## src/rtl/ps2_keycode_rx.sv

```systemverilog
// ps2_keycode_rx
//   Receives device-clocked PS/2 keyboard frames (start, 8 data bits LSB
//   first, odd parity, stop) and presents the last two good bytes as a
//   16-bit keycode {previous_byte, latest_byte}. Make codes therefore
//   appear as 16'h00xx after reset and break sequences as 16'hF0xx.
//   Runs entirely in the clk (pixel clock) domain; receive only, the PS/2
//   lines are never driven.
//
// Optional feature macro: PS2_TIMEOUT_EN
//   When defined, a partial frame that sees no falling edge for
//   TIMEOUT_CYCLES clocks is discarded with a frame_err pulse.
//   When undefined, a stalled partial frame waits until rst.
//
// Parameters
//   FILTER_LEN      consecutive equal samples of synced ps2_clk needed to
//                   accept a level change (>= 2)
//   TIMEOUT_CYCLES  idle cycles before a partial frame is dropped
//                   (PS2_TIMEOUT_EN only)
//
// Ports
//   clk        in   system / pixel clock
//   rst        in   synchronous, active-high reset
//   ps2_clk    in   raw PS/2 clock pin (asynchronous, idle high)
//   ps2_data   in   raw PS/2 data pin (asynchronous, idle high)
//   keycode    out  {byte[n-1], byte[n]} of the last two good frames
//   rx_valid   out  1-cycle pulse: keycode just updated
//   frame_err  out  1-cycle pulse: frame dropped
module ps2_keycode_rx #(
  parameter int unsigned FILTER_LEN     = 8,
  parameter int unsigned TIMEOUT_CYCLES = 65000
) (
  input  logic        clk,
  input  logic        rst,
  input  logic        ps2_clk,
  input  logic        ps2_data,
  output logic [15:0] keycode,
  output logic        rx_valid,
  output logic        frame_err
);

  localparam int unsigned FW = (FILTER_LEN > 2) ? $clog2(FILTER_LEN) : 1;

  typedef enum logic [1:0] {
    IDLE,
    DATA,
    PARITY,
    STOP
  } state_t;

  // ---------------------------------------------------------------------
  // Input synchronizers (reset to the idle-high bus level)
  // ---------------------------------------------------------------------
  logic [1:0] clk_sync;
  logic [1:0] data_sync;
  logic       clk_s;
  logic       data_s;

  always_ff @(posedge clk) begin
    if (rst) begin
      clk_sync  <= '1;
      data_sync <= '1;
    end else begin
      clk_sync  <= {clk_sync[0], ps2_clk};
      data_sync <= {data_sync[0], ps2_data};
    end
  end

  assign clk_s  = clk_sync[1];
  assign data_s = data_sync[1];

  // ---------------------------------------------------------------------
  // Clock glitch filter
  //   fcnt counts consecutive samples that disagree with the filtered
  //   level. The FILTER_LEN-th disagreeing sample flips the level; fe is
  //   asserted in that same cycle so the FSM samples data_s alongside it.
  // ---------------------------------------------------------------------
  logic          clk_filt;
  logic [FW-1:0] fcnt;
  logic          flip;
  logic          fe;

  assign flip = (clk_s != clk_filt) && (fcnt == FW'(FILTER_LEN - 1));
  assign fe   = flip && clk_filt;

  always_ff @(posedge clk) begin
    if (rst) begin
      clk_filt <= 1'b1;
      fcnt     <= '0;
    end else if (clk_s == clk_filt) begin
      fcnt <= '0;
    end else if (flip) begin
      clk_filt <= clk_s;
      fcnt     <= '0;
    end else begin
      fcnt <= fcnt + FW'(1);
    end
  end

  // ---------------------------------------------------------------------
  // Frame FSM, shift register and registered outputs
  // ---------------------------------------------------------------------
  state_t     state;
  logic [2:0] cnt;
  logic [7:0] sh;
  logic       par;

`ifdef PS2_TIMEOUT_EN
  localparam int unsigned TW = $clog2(TIMEOUT_CYCLES + 1);
  logic [TW-1:0] tcnt;
`else
  // TIMEOUT_CYCLES only matters when the timeout is compiled in.
  if (TIMEOUT_CYCLES == 0) begin : g_timeout_unused
  end
`endif

  always_ff @(posedge clk) begin
    if (rst) begin
      state     <= IDLE;
      cnt       <= '0;
      sh        <= '0;
      par       <= 1'b0;
      keycode   <= '0;
      rx_valid  <= 1'b0;
      frame_err <= 1'b0;
`ifdef PS2_TIMEOUT_EN
      tcnt      <= '0;
`endif
    end else begin
      rx_valid  <= 1'b0;
      frame_err <= 1'b0;

      if (fe) begin
        case (state)
          IDLE: begin
            // A high data line here is a spurious edge, silently ignored.
            if (!data_s) begin
              state <= DATA;
              cnt   <= '0;
            end
          end
          DATA: begin
            sh  <= {data_s, sh[7:1]};
            cnt <= cnt + 3'd1;
            if (cnt == 3'd7) begin
              state <= PARITY;
            end
          end
          PARITY: begin
            par   <= data_s;
            state <= STOP;
          end
          STOP: begin
            if (data_s && (^{sh, par})) begin
              keycode  <= {keycode[7:0], sh};
              rx_valid <= 1'b1;
            end else begin
              frame_err <= 1'b1;
            end
            state <= IDLE;
          end
          default: state <= IDLE;
        endcase
      end
`ifdef PS2_TIMEOUT_EN
      // fe takes priority: the counter restarts on every accepted edge.
      else if (state != IDLE && tcnt == TW'(TIMEOUT_CYCLES - 1)) begin
        state     <= IDLE;
        cnt       <= '0;
        frame_err <= 1'b1;
      end

      if (fe || state == IDLE) begin
        tcnt <= '0;
      end else if (tcnt == TW'(TIMEOUT_CYCLES - 1)) begin
        tcnt <= '0;
      end else begin
        tcnt <= tcnt + TW'(1);
      end
`endif
    end
  end

endmodule

```

## config.mk

```make
export PLATFORM = sky130hd
export DESIGN_NAME = ps2_keycode_rx
export DESIGN_NICKNAME = d
export VERILOG_FILES = /design/src/rtl/ps2_keycode_rx.sv
export SDC_FILE = /design/constraint.sdc
export NUM_CORES = 1
export LEC_CHECK = 0
export BUFFER_PORTS_ARGS = -buffer_cell sky130_fd_sc_hd__buf_2
export CAP_MARGIN = 5
export CORE_MARGIN = 5
export CORE_UTILIZATION = 50
export CTS_BUF_LIST = sky130_fd_sc_hd__clkbuf_8 sky130_fd_sc_hd__clkbuf_16
export CTS_CLUSTER_DIAMETER = 30
export CTS_CLUSTER_SIZE = 10
export DETAILED_ROUTE_END_ITERATION = 10
export PLACE_DENSITY = 0.76
export SETUP_SLACK_MARGIN = 0.15
export SYNTH_ARGS = -nofsm -noshare
export SYNTH_HDL_FRONTEND = slang
export SYNTH_SLANG_ARGS = --single-unit
```

## constraint.sdc

```tcl
create_clock -name clk -period 3.2 [get_ports clk]
set_clock_uncertainty 0.05 [all_clocks]
set_input_delay 0.16 -clock clk [delete_from_list [all_inputs] [get_ports clk]]
set_output_delay 0.16 -clock clk [all_outputs]
set_load 0.005 [all_outputs]
```

==> results of run 1 <==
## stage by stage
step,cells,setup slack [ns]
after floorplan,171,1.20
after global placement,230,1.01
after detailed placement,230,0.893
after CTS,240,0.857
after global routing,240,0.698
final,240,0.883
## worst max-delay path, stage by stage, from the launching register on
cell and delay (ns):
dfxtp_1 0.35, ha_1 0.16, ha_1 0.25, nand3b_1 0.15
or3_4 0.42, mux2i_4 0.62, mux2i_1 0.26
## cell families after synthesis
| kind of cell | synth area share (%) |
|---|---|
| AO/OA/AOI/OAI | 7.11 |
| XOR/XNOR | 5.29 |
| adder cells (fa/ha/maj) | 5.80 |
| buffers and inverters | 3.12 |
| flip-flops | 46.4 |
| multiplexers | 10.6 |
| AND/OR/NAND/NOR | 21.7 |
## flip-flops by register name, summed over array words and instances (netlist names)
signal     cells
fcnt           3
frame_err      1
state          2
data_sync      2
keycode       16
clk_sync       2
clk_filt       1
sh             8
par            1
rx_valid       1
cnt            3
## layer usage
metal | up-vias | GRT usage [%] | wire (um)
met5 | - | 0 | 0
met4 | 0 | 10.7 | 80
met3 | 7 | 4.05 | 152
met2 | 25 | 24.4 | 1450
met1 | 571 | 13.7 | 1230
li1 | 619 | - | -
## synth_stat cells, types with 3 or more instances
library cell,count,area [um2]
dfxtp_1,40,801
nand2_1,23,86.3
nand2b_1,23,144
mux2i_1,16,160
a21oi_1,12,60.1
ha_1,8,100
clkbuf_1,7,26.3
nor2_1,4,15.0
or2_2,4,25.0
xnor2_1,4,35.0
and2_1,3,18.8
## worst paths after layout
path / startpoint / end / depth (start not counted)
worst max-delay path: fcnt[0] / keycode[1] / 6
worst min-delay path: rst / cnt[1] / 2
worst max register to register: fcnt[0] / keycode[1] / 6
worst min register to register: clk_sync[0] / clk_sync[1] / 1
## what timing repair did
item                                   4_1_cts  5_1_grt
hold buffers                                 2        0
endpoints found under the hold margin        2        0
setup buffers                                0        0
## layout make-up
type / instances / area, um2
flip-flops and latches: 40 / 801
repair buffers: 23 / 125
inverters: 2 / 7.51
multi-input cells: 121 / 871
clock buffers: 6 / 82.6
clock inverters: 2 / 10.0
fillers: 308 / 1380
well taps: 46 / 57.6
## where the power goes
group | internal (uW) | switching [uW]
Sequential | 500 | 2.07
Clock | 172 | 163
Combinational | 9.25 | 9.20
Total | 681 | 174
## placed cells by master (no fill, tap or decap), types with 3 or more instances in the layout
cell type / Yosys / final
nand2b_1: 23 / 23
buf_2: 0 / 21
nand2_1: 23 / 23
ha_1: 8 / 8
nor2_1: 4 / 4
and2_1: 3 / 3
clkbuf_8: 0 / 6
dfxtp_1: 40 / 40
xnor2_1: 4 / 4
mux2i_1: 16 / 16
a21oi_1: 12 / 12
or2_2: 4 / 4
==> impl_metrics.py, run 1 <==
metrics = {
    "status": {
        "status": "complete, no violations",
    },
    "yosys": {
        "synth_area_per_cell_um2": 10.1,
        "ys_seq_elements": 40,
        "synth_edf_count": 0,
        "yosys_most_used_dff": "dfxtp_1",
        "synthArstFlopShare_pct": 0,
        "synthCells": 171,
        "synth-seq-area-share_pct": 46.4,
        "synth_fp_nets": 183,
        "netlist_area_um2": 1730,
        "yosysWarnings": 0,
        "synth_cell_types": 32,
    },
    "worst_hold_path": {
        "hp-class": "input port to flop",
    },
    "finish": {
        "nets": 205,
        "final_core_util_pct": 58.6,
        "syn_to_final_growth_pct": 13.3,
        "num_antenna_cells": 0,
        "drive_above_1_share_pct": 18.6,
        "design_area_um2": 1950,
    },
    "pwr": {
        "finalPower_uw": 855,
        "vdd_ir_drop_max_mv": 0.232,
        "p_leak_uw": 0.000762,
        "power_density_nw_per_um2": 438,
    },
    "floorplan": {
        "io_pins": 22,
        "dieArea_um2": 4730,
        "rows": 21,
        "die_w_um": 68.7,
        "chipHeight_um": 68.7,
        "core-area_um2": 3340,
        "initial_core_util_pct": 51.7,
    },
    "drt": {
        "via_per_inst": 5.09,
        "routed_wl_mm": 2.91,
        "ant_nets": 0,
        "drt_pass1_iterations": 5,
        "drtIter0Drc": 81,
        "drt-wirelength-per-cell_um": 12.1,
        "drc": 0,
        "via_count": 1222,
    },
    "critical_path": {
        "path_class": "flop to flop",
        "path_max_fanout": 17,
        "worstSetupEndpointType": "flop",
        "cp.arrival_ns": 2.49,
        "reg2reg_slack_ns": 0.88,
        "cp_data_required_time_ns": 3.37,
        "crit_path_start_kind": "flop",
    },
    "global_routing": {
        "grt_max_degree": 48,
        "antenna_found_initial": 0,
        "grt_pass1_wl_mm": 4.77,
        "grt_usage_pct": 13.9,
        "grt_overflow_total": 0,
        "grt_pass1_vias": 1154,
    },
    "timing": {
        "worst_slew_pin_slew_ns": 0.762,
        "maxSlewViolCount": 0,
        "finalHoldViolCount": 0,
        "slew_headroom_pct": 48.1,
        "fin_crit_sh_pct": 72.4,
        "max_freq_mhz": 432,
        "setup_tns_ns": 0,
        "rsz0062_at_grt": "false",
        "timing.final.crit_period_ns": 2.32,
        "holdWs_ns": 0.355,
        "setup_viol_count_final": 0,
    },
    "clock_tree": {
        "clk_latency_ns": 0.29,
        "cts_buffers": 5,
        "clkSinkCount": 40,
        "cts_tree": "yes",
        "post_cts_resized": 0,
        "clk_pin_slew_ns": 0.07,
        "ctsLongestPathBuffers": 2,
        "htreeDepth": 2,
        "cts_root_buf": "clkbuf_8",
    },
    "placed_design": {
        "postPlaceCellArea_um2": 1840,
        "place_congestion": 0.767,
        "io_buffers": 21,
        "hpwlAfterDp_mm": 2.03,
    },
    "flow_run": {
        "drv_cap": 0,
    },
}
No activity file was read; power rests on OpenSTA's default activity.
==> run 2, diff against run 1 <==
ABC_AREA = 1   (was default)
clock period = 2.2 ns   (was 3.2 ns; I/O delays follow)
==> run 2 against run 1 <==
  * Register-to-register slack worse by 0.42 ns
  * Worst setup slack lost 0.42 ns
  * Sequential power increased by 45%
  * Die area increased by 11%
  * Core utilization increased by 0.22 points
  * First-iteration DRC count up 31%
  * Flip-flop and latch count unchanged
  * Non-clock buffer count rose by 3
  * Combinational power increased by 100%
  * Fmax rose by 34%
  * Critical endpoint is now sh[5]
  * Clock power grew 45%
  * Synthesized area increased by 13%
==> impl_metrics.py, run 2 <==
metrics = {
    "finish": {
        "drive_above_1_share_pct": 13.1,
        "num_antenna_cells": 0,
        "final_cell_mix": "67 x nand2_1, 53 x inv_1, 40 x dfxtp_1",
        "final_common_cell": "nand2_1",
        "reg_top3": "keycode x16, sh x8",
        "design_area_um2": 2180,
        "syn_to_final_growth_pct": 12.3,
        "regMostFlops": "keycode",
        "final_core_util_pct": 58.8,
        "nets": 309,
        "largest_reg_flops": 16,
    },
    "global_routing": {
        "grt_usage_pct": 16.0,
        "antenna_found_initial": 0,
        "grt_max_degree": 22,
        "grt_pass1_wl_mm": 6.73,
        "grt_pass1_vias": 1663,
        "grt_overflow_total": 0,
    },
    "placed_design": {
        "place_congestion": 0.796,
        "postPlaceCellArea_um2": 2070,
        "hpwlAfterDp_mm": 2.60,
        "io_buffers": 21,
    },
    "pwr": {
        "seq_power_share_pct": 58.2,
        "vdd_ir_drop_max_mv": 0.450,
        "power_frac_comb_pct": 3.0,
        "finalPower_uw": 1250,
        "clockPowerShare_pct": 38.9,
        "intPower_uw": 988,
        "swShare_pct": 21.1,
        "p_leak_uw": 0.00105,
        "power_density_nw_per_um2": 574,
        "netSwitchingPower_uw": 265,
    },
    "yosys": {
        "ys_seq_elements": 40,
        "synth_edf_count": 0,
        "netlist_top_cells_count": "67 x nand2_1, 51 x inv_1, 40 x dfxtp_1",
        "synth_top_area_share_pct": 41.2,
        "yosys_most_used_dff": "dfxtp_1",
        "synthCells": 275,
        "yosysTopAreaCell": "dfxtp_1",
        "synth_area_per_cell_um2": 7.07,
        "netlist_area_um2": 1950,
        "synthArstFlopShare_pct": 0,
        "synth_fp_nets": 287,
        "yosysWarnings": 0,
        "synth_cell_types": 24,
        "synth-seq-area-share_pct": 41.2,
        "yosys-top-cells-area": "dfxtp_1 41%, nand2_1 13%, inv_1 9.8%",
        "synth_most_common_cell": "nand2_1",
    },
    "floorplan": {
        "core-area_um2": 3720,
        "chipHeight_um": 72.4,
        "dieArea_um2": 5240,
        "initial_core_util_pct": 52.4,
        "die_w_um": 72.4,
        "rows": 22,
        "io_pins": 22,
    },
    "drt": {
        "drt-wirelength-per-cell_um": 10.6,
        "drt_pass1_iterations": 4,
        "via_count": 1667,
        "drtIter0Drc": 106,
        "routed_wl_mm": 3.66,
        "drc": 0,
        "ant_nets": 0,
        "via_per_inst": 4.82,
    },
    "timing": {
        "maxSlewViolCount": 0,
        "timing.final.crit_period_ns": 1.74,
        "setup_tns_ns": 0,
        "fin_crit_sh_pct": 78.9,
        "rsz0062_at_grt": "false",
        "max_freq_mhz": 576,
        "worst_slew_pin_slew_ns": 0.463,
        "setup_viol_count_final": 0,
        "finalHoldViolCount": 0,
        "slew_headroom_pct": 69.1,
    },
    "clock_tree": {
        "clk_pin_slew_ns": 0.07,
        "ctsLongestPathBuffers": 2,
        "cts_tree": "yes",
        "clkSinkCount": 40,
        "post-cts-setup-buffer-count": 0,
        "cts_buffers": 5,
        "htreeDepth": 2,
        "clk_latency_ns": 0.29,
        "cts_root_buf": "clkbuf_8",
    },
    "worst_hold_path": {
        "whs_path_depth": 2,
        "hp-class": "input port to flop",
    },
    "critical_path": {
        "path_max_fanout": 16,
        "worstSetupEndpointType": "flop",
        "reg2regPathDepth": 7,
        "cp_data_required_time_ns": 2.31,
        "cp.arrival_ns": 1.85,
        "path_class": "flop to flop",
        "crit_path_start_kind": "flop",
    },
    "flow_run": {
        "drv_cap": 0,
    },
    "status": {
        "status": "complete, no violations",
    },
}
==> run 2: cell types whose count changed after synthesis, moves of 3 or more <==
cell | before | now
inv_1 | 2 | 51
nand2_1 | 23 | 67
nand2b_1 | 23 | 0
nor2_1 | 4 | 25
mux2i_1 | 16 | 0
nand4_1 | 1 | 16
o21ai_0 | 0 | 13
nand3_1 | 1 | 6
a21oi_1 | 12 | 15
and2_1 | 3 | 0
xor2_1 | 1 | 4
==> run 2: per-layer routing <==
layer  GRT usage [%]  up-vias  wire length (um)
met5               0        -                 0
met4            6.97        0                42
met3            4.02        5               169
met2            27.8       27              1820
met1            18.4      745              1630
li1                -      890                 -
==> run 2: area by class of cell <==
type | count | area (um2)
clock buffers | 6 | 82.6
clock inverters | 2 | 7.51
fillers | 358 | 1530
inverters | 53 | 199
multi-input cells | 171 | 887
flip-flops and latches | 40 | 801
well taps | 48 | 60.1
repair buffers | 26 | 148
==> run 2: power by group through the flow <==
stage	Combinational, uW	Sequential (uW)	Clock, uW
floorplan	24.8	746	0
global placement	34.6	745	0
detailed placement	35.1	746	0
CTS	37.7	728	503
global route	43.6	729	529
finish	37.5	729	487
==> run 2: cell families after synthesis <==
logic type                 share of synthesized area [%]
DFF                                                 41.2
xor gates and xnor gates                            4.05
AOI/OAI and AO/OA                                   8.36
and+or+nand+nor                                     28.0
adders and majority gates                           5.14
buffers and inverters                               13.2
==> run 2: path summary, 6_finish.rpt <==
| check | start | to | slack, ns |
|---|---|---|---|
| worst min-delay path | rst | cnt[2] | 0.08 |
| worst max register to register | fcnt[0] | sh[5] | 0.46 |
| worst min register to register | data_sync[0] | data_sync[1] | 0.36 |
| worst max-delay path | fcnt[0] | sh[5] | 0.46 |
==> run 2: metrics by stage <==
stage	worst slack, ns	hold slack (ns)	std cells
after CTS	0.451	0.0793	346
final	0.465	0.0769	346
after floorplan	0.555	0.164	275
after global routing	0.215	0.122	346
after detailed placement	0.459	0.247	336
after global placement	0.516	0.243	336
==> run 2: timing repair <==
action                                 4_1_cts  5_1_grt
hold buffers                                 2        0
endpoints found under the hold margin        2        0
resized for setup                            0        0
==> run 2: worst max-delay path, stage by stage (launching register included) <==
cell	delay [ns]
dfxtp_1	0.34
ha_1	0.15
ha_1	0.20
nand3_1	0.16
inv_1	0.10
nand2_1	0.28
o21ai_0	0.27
a21oi_1	0.06
==> run 3, diff against run 2 <==
PLACE_DENSITY = 0.79   (was 0.76)
clock period = 1.57 ns   (was 2.2 ns; I/O delays follow)
==> run 3 against run 2 <==
  * Core utilization is 12 points higher
  * Power is 37% higher
  * Flip-flop and latch count stayed put
  * Sequential share of layout area is 5.7 points lower
  * Largest power group unchanged
  * Global-route usage is 1.7 points higher
  * Worst setup slack worse by 0.44 ns
  * Non-clock buffer count is 16 higher
  * Largest cell class unchanged
  * Cell count is 5.2% higher
  * Critical path type unchanged
==> impl_metrics.py, run 3 (synthesis results as in run 2) <==
metrics = {
    "worst_hold_path": {
        "holdPathEnd": "cnt[2]",
        "min_from": "rst",
        "hp-class": "input port to flop",
        "whs_path_depth": 2,
    },
    "drt": {
        "drt-met1-wl_mm": 1.87,
        "maxUsedRoutingLayer": "met4",
        "drt-wirelength-per-cell_um": 13.0,
        "wl_met3_um": 285,
        "drc": 0,
        "routed_wl_mm": 4.73,
        "drt_pass1_iterations": 4,
        "drtIter0Drc": 117,
        "ant_nets": 0,
        "via_per_inst": 5.10,
        "dr_wl_met2_mm": 2.42,
        "via_count": 1856,
    },
    "critical_path": {
        "cp_slowest_cell": "dfxtp_2",
        "worstSetupEndpointType": "flop",
        "path_max_fanout": 8,
        "critPathTopFamily": "simple AND/OR/NAND/NOR gates",
        "crit_path_start_kind": "flop",
        "reg2regPathDepth": 11,
        "r2r_end": "rx_valid",
        "crit_chain": "inv_2 -> nand2_2 -> nand2_2 -> nand2_4 -> nand2_2 -> nand2_4 -> nand2_4 -> nand2_8 -> nand4_4 -> buf_4 -> nor2_1",
        "crit_buf_inv": 2,
        "worstSetupPathDepth": 11,
        "reg2reg_slack_ns": 0.03,
        "cp.arrival_ns": 1.72,
        "cp_data_required_time_ns": 1.74,
        "path_class": "flop to flop",
        "regToRegStartpoint": "sh[7]",
        "cp_slowest_stage_delay_ns": 0.36,
    },
    "floorplan": {
        "initial_core_util_pct": 52.4,
        "core-area_um2": 3720,
        "chipHeight_um": 72.4,
        "io_pins": 22,
        "rows": 22,
        "dieArea_um2": 5240,
        "die_w_um": 72.4,
    },
    "placed_design": {
        "place_congestion": 0.765,
        "io_buffers": 21,
        "postPlaceCellArea_um2": 2200,
        "hpwlAfterDp_mm": 2.70,
    },
    "timing": {
        "worst_slew_pin_slew_ns": 0.475,
        "finalHoldViolCount": 0,
        "setup_viol_count_final": 0,
        "holdWs_ns": 0.0649,
        "fin_crit_sh_pct": 98.4,
        "maxSlewViolCount": 0,
        "slew_headroom_pct": 68.3,
        "max_freq_mhz": 647,
        "timing.final.crit_period_ns": 1.54,
        "rsz0062_at_grt": "true",
    },
    "global_routing": {
        "antenna_found_initial": 0,
        "grt_pass1_vias": 1685,
        "grt_usage_pct": 17.7,
        "grt_pass1_wl_mm": 7.37,
        "grt_max_degree": 26,
        "grt_overflow_total": 0,
    },
    "pwr": {
        "vdd_ir_drop_max_mv": 0.667,
        "p_leak_uw": 0.00121,
        "power_density_nw_per_um2": 650,
    },
    "finish": {
        "seq_area_um2": 816,
        "final_cell_mix": "52 x nand2_1, 48 x inv_1, 28 x dfxtp_1",
        "design_area_um2": 2630,
        "fillCellCount": 279,
        "reg_top3": "keycode x16, sh x8",
        "multiInputGateArea_um2": 1170,
        "num_antenna_cells": 0,
        "syn_to_final_growth_pct": 35.4,
        "nets": 328,
        "largest_reg_flops": 16,
        "regMostFlops": "keycode",
        "final_core_util_pct": 70.9,
        "drive_above_1_share_pct": 33.9,
        "final_common_cell": "nand2_1",
    },
    "clock_tree": {
        "clk_latency_ns": 0.29,
        "clkSinkCount": 40,
        "clk_pin_slew_ns": 0.07,
        "htreeDepth": 2,
        "cts_tree": "yes",
        "cts_buffers": 5,
        "ctsLongestPathBuffers": 2,
        "cts_root_buf": "clkbuf_8",
    },
    "flow_run": {
        "drv_cap": 0,
    },
    "status": {
        "status": "complete, no violations",
    },
}
==> run 3: changes by cell type in the layout (fill, tap and decap cells not counted), sizes merged <==
cell,change
clkbuf,-1
nand4,+2
inv,-1
buf,+16
nand2,+1
clkinv,+1
==> run 3: repair_timing <==
item,in CTS,in global routing
hold endpoints to repair,2,0
endpoints found under the setup margin,31,32
gates cloned,4,0
gates resized for setup,26,47
pin swaps,28,18
buffers inserted,3,3
hold buffers,2,0
==> run 3: routing by layer <==
layer | vias to the layer above | global-route usage (%)
li1 | 941 | -
met3 | 16 | 3.74
met2 | 66 | 31.1
met5 | - | 0
met4 | 0 | 6.56
met1 | 833 | 21.1
==> run 3: per-stage QoR <==
step | std cells | TNS (ns) | power (uW) | worst slack, ns
floorplan | 275 | 0 | 1080 | 0.114
global placement | 345 | 0 | 1100 | 0.00750
detailed placement | 345 | -0.242 | 1100 | -0.0420
CTS | 361 | 0 | 1720 | 0.0804
global route | 364 | -1.19 | 1770 | -0.105
finish | 364 | 0 | 1710 | 0.0255
==> run 3: cell type report <==
type | instances | share of cell area, %
inverters | 53 | 7.55
well taps | 48 | 2.28
repair buffers | 42 | 11.7
clock buffers | 5 | 2.61
clock inverters | 2 | 0.333
flip-flops and latches | 40 | 31.0
multi-input cells | 174 | 44.6
==> run 3: worst register-to-register path, stage by stage, from the launching register on <==
cell     delay (ns)
dfxtp_2        0.36
inv_2          0.05
nand2_2        0.07
nand2_2        0.06
nand2_4        0.09
nand2_2        0.07
nand2_4        0.11
nand2_4        0.10
nand2_8        0.10
nand4_4        0.17
buf_4          0.20
nor2_1         0.07
==> run 3: worst max path at each step <==
stage                  from     endpoint  slack, ns
global route          sh[7]   keycode[6]      -0.11
detailed placement    sh[7]   keycode[0]      -0.04
CTS                   sh[1]  keycode[10]       0.08
finish                sh[7]     rx_valid       0.03
floorplan           fcnt[1]  keycode[10]       0.11
global placement      sh[7]  keycode[15]      0.007
==> run 3: power by group <==
part / total, uW / internal, uW / switching, uW
clock network: 626 / 295 / 330
registers: 1030 / 1020 / 5.91
logic: 60.1 / 25.3 / 34.8
total: 1710 / 1340 / 371
